[src/rtl/pixel_pkg.sv]
// Shared types and constants for the 4x4 global-shutter pixel array sequencer.
package pixel_pkg;

  localparam int DW   = 8;
  localparam int ROWS = 4;
  localparam int COLS = 4;

  typedef logic [COLS-1:0][DW-1:0] pix_row_t;

  typedef enum logic [2:0] {
    ST_IDLE         = 3'd0,
    ST_ERASE        = 3'd1,
    ST_EXPOSE       = 3'd2,
    ST_CONVERT      = 3'd3,
    ST_READ_SETTLE  = 3'd4,
    ST_READ_CAPTURE = 3'd5,
    ST_HOLD         = 3'd6,
    ST_DONE         = 3'd7
  } pix_state_t;

  // Sizes the shared phase counter from the longest timed phase.
  function automatic int max3(input int a, input int b, input int c);
    int m;
    m = (a > b) ? a : b;
    return (m > c) ? m : c;
  endfunction

endpackage

[src/rtl/pixel_conv_counter.sv]
// Conversion ramp counter broadcast on the column buses, plus its bus enable.
module pixel_conv_counter #(
  parameter int DW = 8
) (
  input  logic          clk,
  input  logic          reset_n,
  input  logic          clr_i,   // next cycle is outside CONVERT: park at zero
  input  logic          en_i,    // staying in CONVERT: step the ramp
  input  logic          oe_i,    // next cycle is a CONVERT cycle
  output logic [DW-1:0] cnt_o,
  output logic          oe_o
);

  logic [DW-1:0] cnt_q;
  logic          oe_q;

  // Ramp steps once per CONVERT cycle after the first; it is cleared outside
  // CONVERT so every conversion begins at zero.
  always_ff @(posedge clk) begin
    if (!reset_n) begin
      cnt_q <= '0;
      oe_q  <= 1'b0;
    end else begin
      oe_q <= oe_i;
      if (clr_i)     cnt_q <= '0;
      else if (en_i) cnt_q <= cnt_q + 1'b1;
    end
  end

  assign cnt_o = cnt_q;
  assign oe_o  = oe_q;

endmodule

[src/rtl/pixel_array_ctrl.sv]
// Global-shutter frame sequencer: erase, expose, ramp conversion, then row-by-row
// readout with a valid/ready handshake. Every output is a register loaded from
// the next-state decode so that outputs line up with the state they belong to.
module pixel_array_ctrl #(
  parameter int ERASE_CYCLES   = 5,
  parameter int EXPOSE_CYCLES  = 255,
  parameter int CONVERT_CYCLES = 256,
  parameter int ROWS           = pixel_pkg::ROWS,
  parameter int COLS           = pixel_pkg::COLS,
  parameter int DW             = pixel_pkg::DW
) (
  input  logic                     clk,
  input  logic                     reset_n,
  input  logic                     start,
  output logic                     busy,
  output logic                     frame_done,
  output logic                     erase,
  output logic [ROWS-1:0]          expose,
  output logic [ROWS-1:0]          read,
  output logic [DW-1:0]            cnt_out,
  output logic                     cnt_oe,
  input  logic [COLS-1:0][DW-1:0]  data_in,
  output logic [COLS-1:0][DW-1:0]  row_data,
  output logic [1:0]               row_idx,
  output logic                     row_valid,
  input  logic                     row_ready
);
  import pixel_pkg::*;

  localparam int PW = $clog2(max3(ERASE_CYCLES, EXPOSE_CYCLES, CONVERT_CYCLES)) + 1;
  localparam logic [PW-1:0] ERASE_LAST  = PW'(ERASE_CYCLES - 1);
  localparam logic [PW-1:0] EXPOSE_LAST = PW'(EXPOSE_CYCLES - 1);
  localparam logic [PW-1:0] CONV_LAST   = PW'(CONVERT_CYCLES - 1);
  localparam logic [1:0]    ROW_LAST    = 2'(ROWS - 1);

  pix_state_t              state_q, state_d;
  logic [PW-1:0]           phase_q, phase_d;
  logic [1:0]              row_q, row_d;
  logic [ROWS-1:0]         read_d;
  logic                    accept;

  logic                    busy_q, frame_done_q, erase_q, row_valid_q;
  logic [ROWS-1:0]         expose_q, read_q;
  logic [COLS-1:0][DW-1:0] row_data_q;
  logic [1:0]              row_idx_q;

  assign accept = row_valid_q & row_ready;

  // Next-state decode; the phase counter restarts on every state change.
  always_comb begin
    state_d = state_q;
    row_d   = row_q;
    unique case (state_q)
      ST_IDLE:         if (start) state_d = ST_ERASE;
      ST_ERASE:        if (phase_q == ERASE_LAST) state_d = ST_EXPOSE;
      ST_EXPOSE:       if (phase_q == EXPOSE_LAST) state_d = ST_CONVERT;
      ST_CONVERT: begin
        if (phase_q == CONV_LAST) begin
          state_d = ST_READ_SETTLE;
          row_d   = 2'd0;
        end
      end
      ST_READ_SETTLE:  state_d = ST_READ_CAPTURE;
      ST_READ_CAPTURE: state_d = ST_HOLD;
      ST_HOLD: begin
        if (accept) begin
          if (row_q == ROW_LAST) begin
            state_d = ST_DONE;
          end else begin
            row_d   = row_q + 2'd1;
            state_d = ST_READ_SETTLE;
          end
        end
      end
      ST_DONE:         state_d = ST_IDLE;
      default:         state_d = ST_IDLE;
    endcase
    phase_d = (state_d != state_q) ? '0 : phase_q + 1'b1;
    read_d  = (state_d == ST_READ_SETTLE || state_d == ST_READ_CAPTURE)
              ? (ROWS'(1) << row_d) : '0;
  end

  // Sequencer state and registered array controls.
  always_ff @(posedge clk) begin
    if (!reset_n) begin
      state_q      <= ST_IDLE;
      phase_q      <= '0;
      row_q        <= 2'd0;
      busy_q       <= 1'b0;
      frame_done_q <= 1'b0;
      erase_q      <= 1'b0;
      expose_q     <= '0;
      read_q       <= '0;
      row_valid_q  <= 1'b0;
    end else begin
      state_q      <= state_d;
      phase_q      <= phase_d;
      row_q        <= row_d;
      busy_q       <= (state_d != ST_IDLE);
      frame_done_q <= (state_d == ST_DONE);
      erase_q      <= (state_d == ST_ERASE);
      expose_q     <= {ROWS{state_d == ST_EXPOSE}};
      read_q       <= read_d;
      row_valid_q  <= (state_d == ST_HOLD);
    end
  end

  // Row capture: the bus has settled by the second READ cycle; the value is
  // held until the next capture so it stays stable under backpressure.
  always_ff @(posedge clk) begin
    if (!reset_n) begin
      row_data_q <= '0;
      row_idx_q  <= 2'd0;
    end else if (state_q == ST_READ_CAPTURE) begin
      row_data_q <= data_in;
      row_idx_q  <= row_q;
    end
  end

  pixel_conv_counter #(.DW(DW)) u_conv (
    .clk     (clk),
    .reset_n (reset_n),
    .clr_i   (state_d != ST_CONVERT),
    .en_i    (state_q == ST_CONVERT && state_d == ST_CONVERT),
    .oe_i    (state_d == ST_CONVERT),
    .cnt_o   (cnt_out),
    .oe_o    (cnt_oe)
  );

  assign busy       = busy_q;
  assign frame_done = frame_done_q;
  assign erase      = erase_q;
  assign expose     = expose_q;
  assign read       = read_q;
  assign row_valid  = row_valid_q;
  assign row_data   = row_data_q;
  assign row_idx    = row_idx_q;

endmodule
[config.mk]
export PLATFORM = sky130hd
export DESIGN_NAME = pixel_array_ctrl
export DESIGN_NICKNAME = d
export VERILOG_FILES = /design/src/rtl/pixel_pkg.sv /design/src/rtl/pixel_conv_counter.sv /design/src/rtl/pixel_array_ctrl.sv
export SDC_FILE = /design/constraint.sdc
export NUM_CORES = 1
export LEC_CHECK = 0
export ABC_AREA = 0
export BUFFER_PORTS_ARGS = -buffer_cell sky130_fd_sc_hd__buf_2
export CORE_MARGIN = 1.5
export CORE_UTILIZATION = 50
export DETAILED_ROUTE_END_ITERATION = 10
export PLACE_DENSITY = 0.79
export SYNTH_ARGS = -nofsm -noshare
export SYNTH_HDL_FRONTEND = slang
export SYNTH_SLANG_ARGS = --single-unit
[constraint.sdc]
create_clock -name clk -period 6.37 [get_ports clk]
set_input_delay 0.637 -clock clk [delete_from_list [all_inputs] [get_ports clk]]
set_output_delay 0.637 -clock clk [all_outputs]
set_load 0.01 [all_outputs]
==> flow_summary.yaml <==
run_status:
  status: "finished, final reports clean"
place:
  gp_congestion: 0.819
  place_hpwl_mm: 4.23
  place_area_sq_um: 3170
  port_buffers: 90
  dp.cells: 452
drt:
  vias: 2387
  dr.pass1.iters: 4
  ant_nets: 0
  vias_per_cell: 5.10
  wl_mm: 6.10
  initialDrtViolationCount: 90
  post_drt_wl_per_cell_um: 13.0
  route.detailed.drc: 0
logic_synthesis:
  yosysTopAreaCell: "dfxtp_1"
  synth_compound_area_share_pct: 14.9
  syn-num-nets: 352
  synthXorXnorAreaFrac_pct: 4.15
  syn_inst: 311
  seq_area_frac_synth_pct: 48.1
  synth_top_family_by_area: "simple AND/OR/NAND/NOR gates"
  synth.avg_cell_area_sq_um: 8.83
  async_flop_share_pct: 0
  yosysMostFrequentCell: "nand2_1"
  yosysTopAreaCellShare_pct: 48.1
  ys_ff_latch: 66
  synth_simple_gate_area_share_pct: 25.4
  synth_commonest_cells: "nand2_1 (77), dfxtp_1 (66), a21oi_1 (44)"
  synth_adder_area_share_pct: 2.28
  synth.area.top_cells: "dfxtp_1 (48%), nand2_1 (11%), a21oi_1 (8.0%), xor2_1 (2.6%), ha_1 (2.3%)"
  synth-main-ff-cell: "dfxtp_1"
  synthMuxAreaShare_pct: 0
  yosys_warnings: 0
  syn_area_sq_um: 2750
  synthDistinctLibCells: 48
  synth_edf_count: 0
setup_path:
  cp-start-kind: "register"
  critPathRequiredTime_ns: 6.59
  cpMaxStageDelayCell: "a21o_1"
  rr_startpoint: "phase_q[0]$_SDFF_PP0_"
  path_max_fanout: 10
  crit_arrival_ns: 2.59
  worst_path_most_repeated_cell: "ha_1"
  crit_chain: "ha_1, nand2_1, nor3_1, ha_1, and4bb_1, a31oi_4, a21o_1, inv_1"
  critPathKind: "reg2reg"
  crit_start: "phase_q[0]$_SDFF_PP0_"
  cp-end-kind: "register"
  cpPeakStageDelay_ns: 0.43
clocking:
  cts_sinks: 66
  cts_made_buffers: 9
  insertion_delay_ns: 0.35
  cts_setup_buffers: 0
  clock_path_buffers: 2
  path_clk_slew_ns: 0.07
  tritoncts: "done"
  cts-root-buf: "clkbuf_8"
  cts_max_level: 3
  cts-resized-gates: 0
  holdBufCountCts: 0
sta:
  fin_skew_ns: 0.00768
  max_slew.worst_pin.slew_ns: 1.14
  period_share_pct: 37.2
  fmax_mhz: 422
  tns_ns: 0
  relSlewSlack_pct: 24.2
  setup_viol: 0
  post-route-min-period_ns: 2.37
  rsz0062_at_grt: "no"
  slew_viol_final: 0
  hold_viol_final: 0
grt:
  overflow: 0
  antenna_found_initial: 0
  track_usage_pct: 21.3
  grt_pass1_wl_mm: 9.94
  grt_max_degree: 41
  grt_pass1_vias: 2251
floorplanning:
  die_width_um: 77.1
  core_area_sq_um: 5200
  die_h_um: 77.1
  ios: 91
  start_util_pct: 52.8
  die-area_sq_um: 5950
  num_rows: 26
cells_and_area:
  instances_no_fill: 468
  nNetsFinal: 434
  antennaDiodeCount: 0
  drive_gt1_share_pct: 30.9
  fillCellCount: 461
  regArea_sq_um: 1320
  final_area_sq_um: 3410
  area_delta_synth_final_pct: 24.2
  multiInputGateArea_sq_um: 1280
hold_path:
  hold_class: "reg2reg"
  worstHoldStart: "row_data[22]$_SDFFE_PN0N_"
pwr:
  ir_drop_uv: 161
  p_per_area_nw_per_um2: 251
  p_leak_uw: 0.00148
flow_run:
  max-cap-violations: 0
-- cell type report --
class / instances / share of cell area, %
Tap cell: 70 / 2.57
Clock inverter: 4 / 2.13
Multi-Input combinational cell: 217 / 37.6
Sequential cell: 66 / 38.7
Timing Repair Buffer: 90 / 13.2
Inverter: 9 / 0.990
Clock buffer: 12 / 4.84
-- placed cells by master, fill, tap and decap left out, types with 2 or more instances in the layout --
cell       instances
a211oi_1           2
a21boi_1           2
a21o_1             3
a21oi_1           44
and2_1             5
and4b_1            2
and4bb_1           3
buf_2             90
bufinv_16          2
clkbuf_8          12
dfxtp_1           66
ha_1               5
inv_1              7
inv_2              2
nand2_1           77
nand3_1            9
nand4_1            3
nand4b_1           2
nor2_1             6
nor2_2             7
nor2b_1            2
nor3_1             7
o211a_1            2
o211ai_1           2
xnor2_1            5
xor2_1             8
-- state kept, by name (all words and copies together), names as in the netlist, 2 cells and up --
register	count
read	4
row_q	2
row_data	32
u_conv.cnt_o	8
row_idx	2
phase_q	9
state_q	3
-- where the power goes --
| group | internal [uW] | leakage, uW | total [uW] | switching, uW |
|---|---|---|---|---|
| combinational | 14.5 | 0.000829 | 30.4 | 15.8 |
| clock | 252 | 0.000119 | 407 | 156 |
| sequential | 416 | 0.000533 | 420 | 3.80 |
| total | 682 | 0.00148 | 857 | 175 |
-- through the flow --
| step | power (uW) | utilization, % | setup slack (ns) | hold slack (ns) |
|---|---|---|---|---|
| floorplan | 444 | - | 4.34 | 0.438 |
| global placement | 459 | 61.0 | 4.11 | 0.438 |
| detailed placement | 459 | 61.0 | 4.02 | 0.444 |
| CTS | 864 | 65.6 | 4.00 | 0.453 |
| global route | 886 | 65.6 | 3.74 | 0.474 |
| finish | 857 | 65.6 | 4.00 | 0.451 |
-- logic make-up (layout without fill, tap and decap cells) --
logic type | after synthesis | in the layout
XOR/XNOR | 13 | 13
AND/OR/NAND/NOR | 134 | 134
AO/OA/AOI/OAI | 65 | 65
buffers and inverters | 28 | 115
flip-flops | 66 | 66
adder cells (fa/ha/maj) | 5 | 5
-- worst max-delay path: cells and delay by family, from the launching register on --
family	cells	cell delay (ns)
compound gates	2	0.69
simple gates	3	0.63
flops	1	0.37
fa+ha+maj	2	0.47
buf+inv	1	0.08
-- per-layer routing --
| layer | vias to the layer above | share of wire, % | global-route usage [%] |
|---|---|---|---|
| li1 | 1213 | - | - |
| met1 | 1086 | 44 | 25.0 |
| met2 | 72 | 47 | 35.0 |
| met3 | 16 | 5.4 | 5.95 |
| met4 | 0 | 2.7 | 12.2 |
| met5 | - | 0 | 0 |
-- path summary, 6_finish.rpt --
kind / cells past startpoint / slack (ns) / to
max: 8 / 4.00 / u_conv.oe_o$_SDFF_PN0_
min: 2 / 0.45 / row_data[22]$_SDFFE_PN0N_
min reg2reg: 2 / 0.45 / row_data[22]$_SDFFE_PN0N_
max reg2reg: 8 / 4.00 / u_conv.oe_o$_SDFF_PN0_
Power figures use the tool's default switching activity.
